<file path="src/rtl/click_decoder.sv">
// Groups debounced press pulses into click gestures and presents each
// gesture's click count on a registered valid/ready output.
module click_decoder #(
    parameter int CLOCKS_PER_USEC   = 100,
    parameter int CLICK_WINDOW_MSEC = 300,
    parameter int MAX_CLICKS        = 3,
    parameter int SIM_WINDOW_CYCLES = 0,
    localparam int CW = $clog2(MAX_CLICKS + 1)
) (
    input  logic          CLK,
    input  logic          RESETN,
    input  logic          EDGE_IN,
    output logic          OUT_VALID,
    input  logic          OUT_READY,
    output logic [CW-1:0] OUT_COUNT,
    output logic          OVERFLOW,
    input  logic          OVF_CLEAR
);

    // state      | meaning
    // S_IDLE     | no gesture in progress, waiting for the first click
    // S_COUNTING | gesture open, window timer counting down to close it

    localparam int WINDOW_CYCLES = (SIM_WINDOW_CYCLES != 0) ? SIM_WINDOW_CYCLES
                                 : CLOCKS_PER_USEC * CLICK_WINDOW_MSEC * 1000;
    localparam int TW = $clog2(WINDOW_CYCLES + 1);

    localparam logic [TW-1:0] WINDOW_LOAD = TW'(WINDOW_CYCLES);
    localparam logic [TW-1:0] TIMER_LAST  = TW'(1);
    localparam logic [CW-1:0] MAX_CNT     = CW'(MAX_CLICKS);
    localparam logic [CW-1:0] ONE_CLICK   = CW'(1);

    typedef enum logic {
        S_IDLE,
        S_COUNTING
    } state_t;

    state_t        state, state_nx;
    logic [CW-1:0] click_cnt, click_cnt_nx;
    logic [CW-1:0] click_inc;
    logic [TW-1:0] timer, timer_nx;
    logic          emit;
    logic [CW-1:0] emit_count;
    logic          emit_accept;
    logic          ovf_set;

    always_ff @(posedge CLK or negedge RESETN) begin
        if (!RESETN) begin
            state     <= S_IDLE;
            click_cnt <= '0;
            timer     <= '0;
        end else begin
            state     <= state_nx;
            click_cnt <= click_cnt_nx;
            timer     <= timer_nx;
        end
    end

    always_comb begin
        state_nx     = state;
        click_cnt_nx = click_cnt;
        timer_nx     = timer;
        emit         = 1'b0;
        emit_count   = '0;
        click_inc    = click_cnt + ONE_CLICK;

        case (state)
            S_IDLE: begin
                if (EDGE_IN) begin
                    click_cnt_nx = ONE_CLICK;
                    timer_nx     = WINDOW_LOAD;
                    state_nx     = S_COUNTING;
                end
            end
            S_COUNTING: begin
                // An edge on the last window cycle still belongs to this gesture.
                if (EDGE_IN) begin
                    if (click_inc == MAX_CNT) begin
                        emit         = 1'b1;
                        emit_count   = MAX_CNT;
                        click_cnt_nx = '0;
                        timer_nx     = '0;
                        state_nx     = S_IDLE;
                    end else begin
                        click_cnt_nx = click_inc;
                        timer_nx     = WINDOW_LOAD;
                    end
                end else if (timer == TIMER_LAST) begin
                    emit         = 1'b1;
                    emit_count   = click_cnt;
                    click_cnt_nx = '0;
                    timer_nx     = '0;
                    state_nx     = S_IDLE;
                end else begin
                    timer_nx = timer - TIMER_LAST;
                end
            end
            default: begin
                state_nx     = S_IDLE;
                click_cnt_nx = '0;
                timer_nx     = '0;
            end
        endcase
    end

    // A result that cannot be handed over is dropped; the held one stays put.
    assign emit_accept = emit && (!OUT_VALID || OUT_READY);
    assign ovf_set     = emit && OUT_VALID && !OUT_READY;

    always_ff @(posedge CLK or negedge RESETN) begin
        if (!RESETN) begin
            OUT_VALID <= 1'b0;
            OUT_COUNT <= '0;
        end else if (emit_accept) begin
            OUT_VALID <= 1'b1;
            OUT_COUNT <= emit_count;
        end else if (OUT_VALID && OUT_READY) begin
            OUT_VALID <= 1'b0;
        end
    end

    always_ff @(posedge CLK or negedge RESETN) begin
        if (!RESETN) begin
            OVERFLOW <= 1'b0;
        end else if (ovf_set) begin
            OVERFLOW <= 1'b1;
        end else if (OVF_CLEAR) begin
            OVERFLOW <= 1'b0;
        end
    end

endmodule

</file>
<file path="config.mk">
export PLATFORM = sky130hd
export DESIGN_NAME = click_decoder
export DESIGN_NICKNAME = d
export VERILOG_FILES = /design/src/rtl/click_decoder.sv
export SDC_FILE = /design/constraint.sdc
export NUM_CORES = 1
export LEC_CHECK = 0
export CORE_AREA = 2 2 73 82
export CTS_CLUSTER_DIAMETER = 150
export DETAILED_ROUTE_END_ITERATION = 10
export DIE_AREA = 0 0 75 84
export MAX_ROUTING_LAYER = met4
export PLACE_DENSITY = 0.51
export SETUP_SLACK_MARGIN = 0.1
export SYNTH_ARGS = -nofsm -noshare
export SYNTH_HDL_FRONTEND = slang
export SYNTH_SLANG_ARGS = --single-unit
</file>
<file path="constraint.sdc">
create_clock -name CLK -period 1.7 [get_ports CLK]
set_input_delay 0.34 -clock CLK [delete_from_list [all_inputs] [get_ports CLK]]
set_output_delay 0.34 -clock CLK [all_outputs]
set_load 0.005 [all_outputs]
</file>
==> impl_metrics.env, run 1 <==
export IMPL_run_status="finished, violations left"
export IMPL_violations="negative setup slack"
export IMPL_grt_pass1_wl_um=9880
export IMPL_synth_top_cells_by_area="sky130_fd_sc_hd__dfrtp_1, sky130_fd_sc_hd__a21oi_1, sky130_fd_sc_hd__or3_1"
export IMPL_placement_rows=29
export IMPL_synth_top_area_share_pct=43.2
export IMPL_drt_wl_total_um=6070
export IMPL_skew_ns=0.00372
export IMPL_timing_slew_headroom_pct=70.4
export IMPL_clock_path_buffers=2
export IMPL_numPortBuffers=8
export IMPL_finalWorstSetupSlack_ns=-0.214
export IMPL_synth_lib_cells_used_distinct=48
export IMPL_ant_nets=0
export IMPL_netlist_instances=196
export IMPL_worst_path_max_fanout=3
export IMPL_synth_largest_area_cell="sky130_fd_sc_hd__dfrtp_1"
export IMPL_synth_common_cells="sky130_fd_sc_hd__dfrtp_1, sky130_fd_sc_hd__a21oi_1, sky130_fd_sc_hd__nand2_1"
export IMPL_timing_worst_setup_path_type="register to register"
export IMPL_die_extent_in_x_um=75
export IMPL_worst_margin_pin_slew_ns=0.444
export IMPL_detail_route_vias_per_cell=5.38
export IMPL_cts_tree="built"
export IMPL_remaining_drc_errors=0
export IMPL_max_cap_violations=0
export IMPL_placed_cells_incl_taps=347
export IMPL_drt_wirelength_per_cell_um=16.3
export IMPL_ys_async_rst_share_pct=100
export IMPL_start_util_pct=33.4
export IMPL_net_count_after_synthesis=203
export IMPL_cp_data_arrival_time_ns=2.09
export IMPL_start_kind="register"
export IMPL_drive_above_1_share_pct=51.0
export IMPL_diode_insertion_count_for_antenna_repair=0
export IMPL_clock_root_buffer="sky130_fd_sc_hd__clkbuf_8"
export IMPL_clock_sinks=32
export IMPL_top_level_ports=9
export IMPL_detail_route_first_pass_iterations=5
export IMPL_die_area_sq_mm=0.00630
export IMPL_grt_pass1_vias=2034
export IMPL_required_ns=1.87
export IMPL_power_static_leakage_nw=1.26
export IMPL_synth_ff_type="sky130_fd_sc_hd__dfrtp_1"
export IMPL_htree_levels=2
export IMPL_minimum_clock_period_ns=1.91
export IMPL_rsz0062_at_grt="yes"
export IMPL_clock_fmax_mhz=522
export IMPL_coreArea_sq_mm=0.00555
export IMPL_finalSetupViolations=29
export IMPL_place_area_sq_mm=0.00261
export IMPL_syn_cell_area_sq_mm=0.00185
export IMPL_gr_total_overflow=0
export IMPL_finish_instance_area_sq_mm=0.00304
export IMPL_ys_seq_elements=32
export IMPL_die_h_um=84
export IMPL_ratio_of_final_minimum_period_to_clock_period_pct=113
export IMPL_synth_yosys_seq_area_share_pct=43.2
export IMPL_critPathCaptureType="register"
export IMPL_synth_most_common_cell="sky130_fd_sc_hd__dfrtp_1"
export IMPL_grt_antenna_before_repair=0
export IMPL_cts_buffers=5
export IMPL_powerDensity_mw_per_mm2=1230
export IMPL_ctsHoldBuffers=0
export IMPL_largest_net_degree_at_the_start_of_global_routing=33
export IMPL_area_growth_syn_to_layout_pct=64.0
export IMPL_design_final_nets=302
export IMPL_route_vias_total=2007
export IMPL_instances_no_fill=373
export IMPL_timing_final_hold_violations=0
export IMPL_syn_mean_instance_area_sq_um=9.46
export IMPL_timing_max_transition_violations_final=0
export IMPL_synth_warning_count=0
export IMPL_dp_hpwl_um=4290
export IMPL_first_iter_violations=79
export IMPL_synth_edff_count=0
export IMPL_clk_transition_reported_paths_ns=0.07
export IMPL_routabilityCongestion=0.883
export IMPL_min_delay_path_class="primary input to asynchronous set/reset pin"
export IMPL_gr_util_all_layers_pct=21.2
export IMPL_insertion_delay_ns=0.29
export IMPL_max_vdd_ir_drop_uv=654
==> what timing repair did <==
action,CTS,global route
endpoints found under the setup margin,32,32
hold endpoints to repair,0,0
resized for setup,30,16
pin swaps,16,12
setup buffers,12,8
==> final timing paths <==
| kind | start | end | slack (ns) | cells past startpoint |
|---|---|---|---|---|
| setup / recovery | timer[4]$_DFFE_PN0P_ | timer[11]$_DFFE_PN0P_ | -0.21 | 7 |
| hold / removal | RESETN | timer[18]$_DFFE_PN0P_ | 0.46 | 2 |
| setup reg to reg | timer[4]$_DFFE_PN0P_ | timer[11]$_DFFE_PN0P_ | -0.21 | 7 |
| hold reg to reg | OUT_COUNT[1]$_DFFE_PN0P_ | OUT_COUNT[1]$_DFFE_PN0P_ | 0.52 | 1 |
| max in group asynchronous | RESETN | timer[0]$_DFFE_PN0P_ | 0.89 | 2 |
| min in group CLK | OUT_COUNT[1]$_DFFE_PN0P_ | OUT_COUNT[1]$_DFFE_PN0P_ | 0.52 | 1 |
==> state kept, by name, indices dropped and copies added, names as in the netlist <==
| register | cells |
|---|---|
| state | 1 |
| timer | 25 |
| OUT_VALID | 1 |
| OUT_COUNT | 2 |
| OVERFLOW | 1 |
| click_cnt | 2 |
==> power breakdown <==
| part | total (mW) | switching [mW] | internal [mW] |
|---|---|---|---|
| logic | 2.01 | 0.958 | 1.05 |
| registers | 1.11 | 0.155 | 0.957 |
| clock network | 0.621 | 0.298 | 0.323 |
| total | 3.74 | 1.41 | 2.33 |
==> worst max-delay path, cell delays in order (launching register included) <==
cell,delay [ns]
sky130_fd_sc_hd__dfrtp_2,0.43
sky130_fd_sc_hd__nor4_4,0.26
sky130_fd_sc_hd__buf_4,0.18
sky130_fd_sc_hd__nand2_2,0.06
sky130_fd_sc_hd__or4_4,0.55
sky130_fd_sc_hd__buf_4,0.16
sky130_fd_sc_hd__nand4b_1,0.08
sky130_fd_sc_hd__a31oi_1,0.08
==> routing by layer <==
metal / vias to the layer above / part of all wire, % / global-route usage [%]
met1: 984 / 42 / 26.1
met2: 52 / 51 / 34.3
met4: 0 / 1.9 / 7.47
met3: 11 / 4.7 / 3.86
li1: 960 / - / -
met5: - / 0 / -
==> layout make-up <==
type,count,area (sq um)
Tap cell,77,96.3
Clock buffer,6,82.6
Inverter,7,26.3
Multi-Input combinational cell,150,1210
Clock inverter,2,10.0
Fill cell,489,2510
Timing Repair Buffer,99,805
Sequential cell,32,806
==> placed cells by master (no fill, tap or decap), types with 2 or more instances in the layout <==
cell	n
sky130_fd_sc_hd__clkdlybuf4s50_1	8
sky130_fd_sc_hd__o31ai_4	3
sky130_fd_sc_hd__nand3_2	2
sky130_fd_sc_hd__buf_6	9
sky130_fd_sc_hd__a311oi_1	2
sky130_fd_sc_hd__nor3_4	2
sky130_fd_sc_hd__dfrtp_1	28
sky130_fd_sc_hd__o21ai_0	6
sky130_fd_sc_hd__o22a_1	3
sky130_fd_sc_hd__or3_4	3
sky130_fd_sc_hd__o211ai_1	2
sky130_fd_sc_hd__or4_4	3
sky130_fd_sc_hd__clkinv_1	2
sky130_fd_sc_hd__o31ai_1	3
sky130_fd_sc_hd__and3_4	2
sky130_fd_sc_hd__nand4_1	6
sky130_fd_sc_hd__clkinv_2	2
sky130_fd_sc_hd__nand3b_1	2
sky130_fd_sc_hd__nand2_1	14
sky130_fd_sc_hd__nand3_1	5
sky130_fd_sc_hd__dfrtp_2	4
sky130_fd_sc_hd__clkbuf_8	6
sky130_fd_sc_hd__a21oi_1	15
sky130_fd_sc_hd__a21oi_2	4
sky130_fd_sc_hd__inv_1	2
sky130_fd_sc_hd__nand2b_1	3
sky130_fd_sc_hd__nor3_1	7
sky130_fd_sc_hd__buf_4	81
sky130_fd_sc_hd__a31oi_1	4
sky130_fd_sc_hd__or3_1	8
sky130_fd_sc_hd__inv_2	3
sky130_fd_sc_hd__nand2_2	2
sky130_fd_sc_hd__nor3_2	4
sky130_fd_sc_hd__o41ai_1	4
sky130_fd_sc_hd__nor4_4	4
sky130_fd_sc_hd__nor2_1	11
==> logic make-up (layout without fill, tap and decap cells) <==
group,Yosys count,in the layout,synth area share (%)
and+or+nand+nor,86,86,28.5
muxes,1,1,0.607
AOI/OAI and AO/OA,61,61,23.1
DFF,32,32,43.2
adders and majority gates,2,2,1.35
buffers and inverters,14,114,3.24
==> stage by stage <==
step	utilization (%)	power [mW]	worst slack (ns)	hold WS, ns	TNS, ns
final	54.8	3.74	-0.214	0.458	-4.56
after global routing	54.8	3.97	-0.297	0.511	-7.05
after CTS	52.4	3.66	-0.190	0.476	-3.50
after detailed placement	47.0	2.86	-0.282	0.511	-5.53
after global placement	47.0	2.82	-0.229	0.496	-3.77
after floorplan	-	1.98	-0.165	0.0444	-1.90
Power figures use the tool's default switching activity.
==> run 2: changes to the inputs <==
--- a/config.mk
+++ b/config.mk
@@ -10,8 +10,9 @@
 export DETAILED_ROUTE_END_ITERATION = 10
 export DIE_AREA = 0 0 75 84
 export MAX_ROUTING_LAYER = met4
-export PLACE_DENSITY = 0.51
+export PLACE_DENSITY_LB_ADDON = 0.3
 export SETUP_SLACK_MARGIN = 0.1
+export SLEW_MARGIN = 10
 export SYNTH_ARGS = -nofsm -noshare
 export SYNTH_HDL_FRONTEND = slang
 export SYNTH_SLANG_ARGS = --single-unit
==> constraint.sdc (replaced) <==
create_clock -name CLK -period 2 [get_ports CLK]
set_input_delay 0.4 -clock CLK [delete_from_list [all_inputs] [get_ports CLK]]
set_output_delay 0.4 -clock CLK [all_outputs]
set_load 0.005 [all_outputs]
==> impl_metrics.env, run 2 (synthesis gave the netlist of run 1 again) <==
export IMPL_run_status="complete, no violations"
export IMPL_crit_reg2reg_capture="OUT_COUNT[1]$_DFFE_PN0P_"
export IMPL_coreArea_sq_mm=0.00555
export IMPL_start_kind="register"
export IMPL_clk_transition_reported_paths_ns=0.08
export IMPL_cts_buffers=5
export IMPL_die_h_um=84
export IMPL_drt_wirelength_per_cell_um=16.1
export IMPL_ant_nets=0
export IMPL_timing_worst_setup_path_type="register to register"
export IMPL_largestRegisters="timer x25, OUT_COUNT x2, click_cnt x2"
export IMPL_clock_fmax_mhz=502
export IMPL_dp_hpwl_um=3800
export IMPL_worst_r2r_startpoint="timer[18]$_DFFE_PN0P_"
export IMPL_clock_path_buffers=2
export IMPL_drive_above_1_share_pct=44.5
export IMPL_timing_max_transition_violations_final=0
export IMPL_mostFrequentLayoutCells="sky130_fd_sc_hd__buf_4, sky130_fd_sc_hd__dfrtp_1, sky130_fd_sc_hd__a21oi_1"
export IMPL_min_delay_path_class="primary input to asynchronous set/reset pin"
export IMPL_numPortBuffers=8
export IMPL_area_growth_syn_to_layout_pct=52.9
export IMPL_insertion_delay_ns=0.28
export IMPL_die_extent_in_x_um=75
export IMPL_largest_net_degree_at_the_start_of_global_routing=33
export IMPL_detail_route_vias_per_cell=5.33
export IMPL_final_common_cell="sky130_fd_sc_hd__buf_4"
export IMPL_timing_slew_headroom_pct=66.8
export IMPL_gr_util_all_layers_pct=18.8
export IMPL_first_iter_violations=116
export IMPL_instances_no_fill=349
export IMPL_timing_final_hold_violations=0
export IMPL_critical_path_startpoint="timer[18]$_DFFE_PN0P_"
export IMPL_required_ns=2.17
export IMPL_top_level_ports=9
export IMPL_worst_path_max_fanout=4
export IMPL_worst_margin_pin_slew_ns=0.494
export IMPL_cp_data_arrival_time_ns=2.16
export IMPL_ctsHoldBuffers=0
export IMPL_top_register="timer"
export IMPL_placement_rows=29
export IMPL_rr_worst_depth=5
export IMPL_rsz0062_at_grt="yes"
export IMPL_routabilityCongestion=0.927
export IMPL_ratio_of_final_minimum_period_to_clock_period_pct=99.6
export IMPL_setup_worst_path_end="OUT_COUNT[1]$_DFFE_PN0P_"
export IMPL_cts_tree="built"
export IMPL_max_cap_violations=0
export IMPL_power_static_leakage_nw=1.15
export IMPL_grt_antenna_before_repair=0
export IMPL_route_vias_total=1859
export IMPL_htree_levels=2
export IMPL_drt_wl_total_um=5620
export IMPL_placed_cells_incl_taps=328
export IMPL_start_util_pct=33.4
export IMPL_gr_total_overflow=0
export IMPL_ff2ff_setup_slack_ns=0.007
export IMPL_remaining_drc_errors=0
export IMPL_diode_insertion_count_for_antenna_repair=0
export IMPL_die_area_sq_mm=0.00630
export IMPL_grt_pass1_wl_um=8870
export IMPL_clock_sinks=32
export IMPL_max_vdd_ir_drop_uv=592
export IMPL_critPathCaptureType="register"
export IMPL_design_final_nets=278
export IMPL_largest_register_ff_count=25
export IMPL_powerDensity_mw_per_mm2=1140
export IMPL_clock_root_buffer="sky130_fd_sc_hd__clkbuf_8"
export IMPL_detail_route_first_pass_iterations=4
export IMPL_fin_hold_ws_ns=0.513
export IMPL_minimum_clock_period_ns=1.99
export IMPL_skew_ns=0.0105
export IMPL_finalSetupViolations=0
export IMPL_grt_pass1_vias=1771
-- run 2: layout make-up --
cell class,count,area [sq um]
clock buffers,7,96.3
clock inverters,1,30.0
fillers,504,2720
inverters,7,26.3
well taps,77,96.3
flip-flops and latches,32,805
repair buffers,75,602
multi-input cells,150,1180
-- run 2: how the worst min path moves through the flow --
stage	from	to	slack, ns
6_report	RESETN	timer[4]$_DFFE_PN0P_	0.51
3_3_place_gp	OUT_COUNT[1]$_DFFE_PN0P_	OUT_COUNT[1]$_DFFE_PN0P_	0.50
4_1_cts	OUT_COUNT[1]$_DFFE_PN0P_	OUT_COUNT[1]$_DFFE_PN0P_	0.52
2_1_floorplan	RESETN	OUT_COUNT[0]$_DFFE_PN0P_	0.10
5_1_grt	OUT_COUNT[1]$_DFFE_PN0P_	OUT_COUNT[1]$_DFFE_PN0P_	0.55
3_5_place_dp	OUT_COUNT[1]$_DFFE_PN0P_	OUT_COUNT[1]$_DFFE_PN0P_	0.51
-- run 2: critical path: stages (launching register included) --
cell                      delay, ns
sky130_fd_sc_hd__dfrtp_2       0.45
sky130_fd_sc_hd__nor4_4        0.39
sky130_fd_sc_hd__nand3_2       0.18
sky130_fd_sc_hd__o31ai_4       0.32
sky130_fd_sc_hd__and3_4        0.25
sky130_fd_sc_hd__mux2_4        0.30
-- run 2: repair_timing --
action / CTS / global route
pin swaps: 11 / 17
resized for setup: 14 / 33
buffers inserted: 7 / 6
setup endpoints to repair: 15 / 24
-- run 2: through the flow --
step / utilization, % / setup TNS, ns / worst slack, ns / cell area, sq um / total power [mW]
6_report: 51.1 / 0 / 0.00716 / 2840 / 3.24
3_3_place_gp: 43.3 / 0 / 0.0529 / 2400 / 2.20
3_5_place_dp: 43.3 / 0 / 0.0186 / 2400 / 2.21
2_1_floorplan: - / 0 / 0.127 / 1850 / 1.62
5_1_grt: 51.1 / -0.175 / -0.0431 / 2840 / 3.42
4_1_cts: 47.6 / 0 / 0.0230 / 2650 / 3.02
-- run 2: metal layers --
metal | GRT usage [%] | share of wire (%) | up-vias | wire, um
li1 | - | - | 907 | -
met1 | 25.3 | 44 | 901 | 2480
met2 | 28.4 | 51 | 41 | 2860
met3 | 2.54 | 2.7 | 10 | 153
met4 | 7.14 | 2.2 | 0 | 123
met5 | - | 0 | - | 0
-- run 2: where the power goes --
part | switching, mW | internal, mW
sequential | 0.188 | 0.812
combinational | 0.742 | 0.808
clock | 0.253 | 0.440
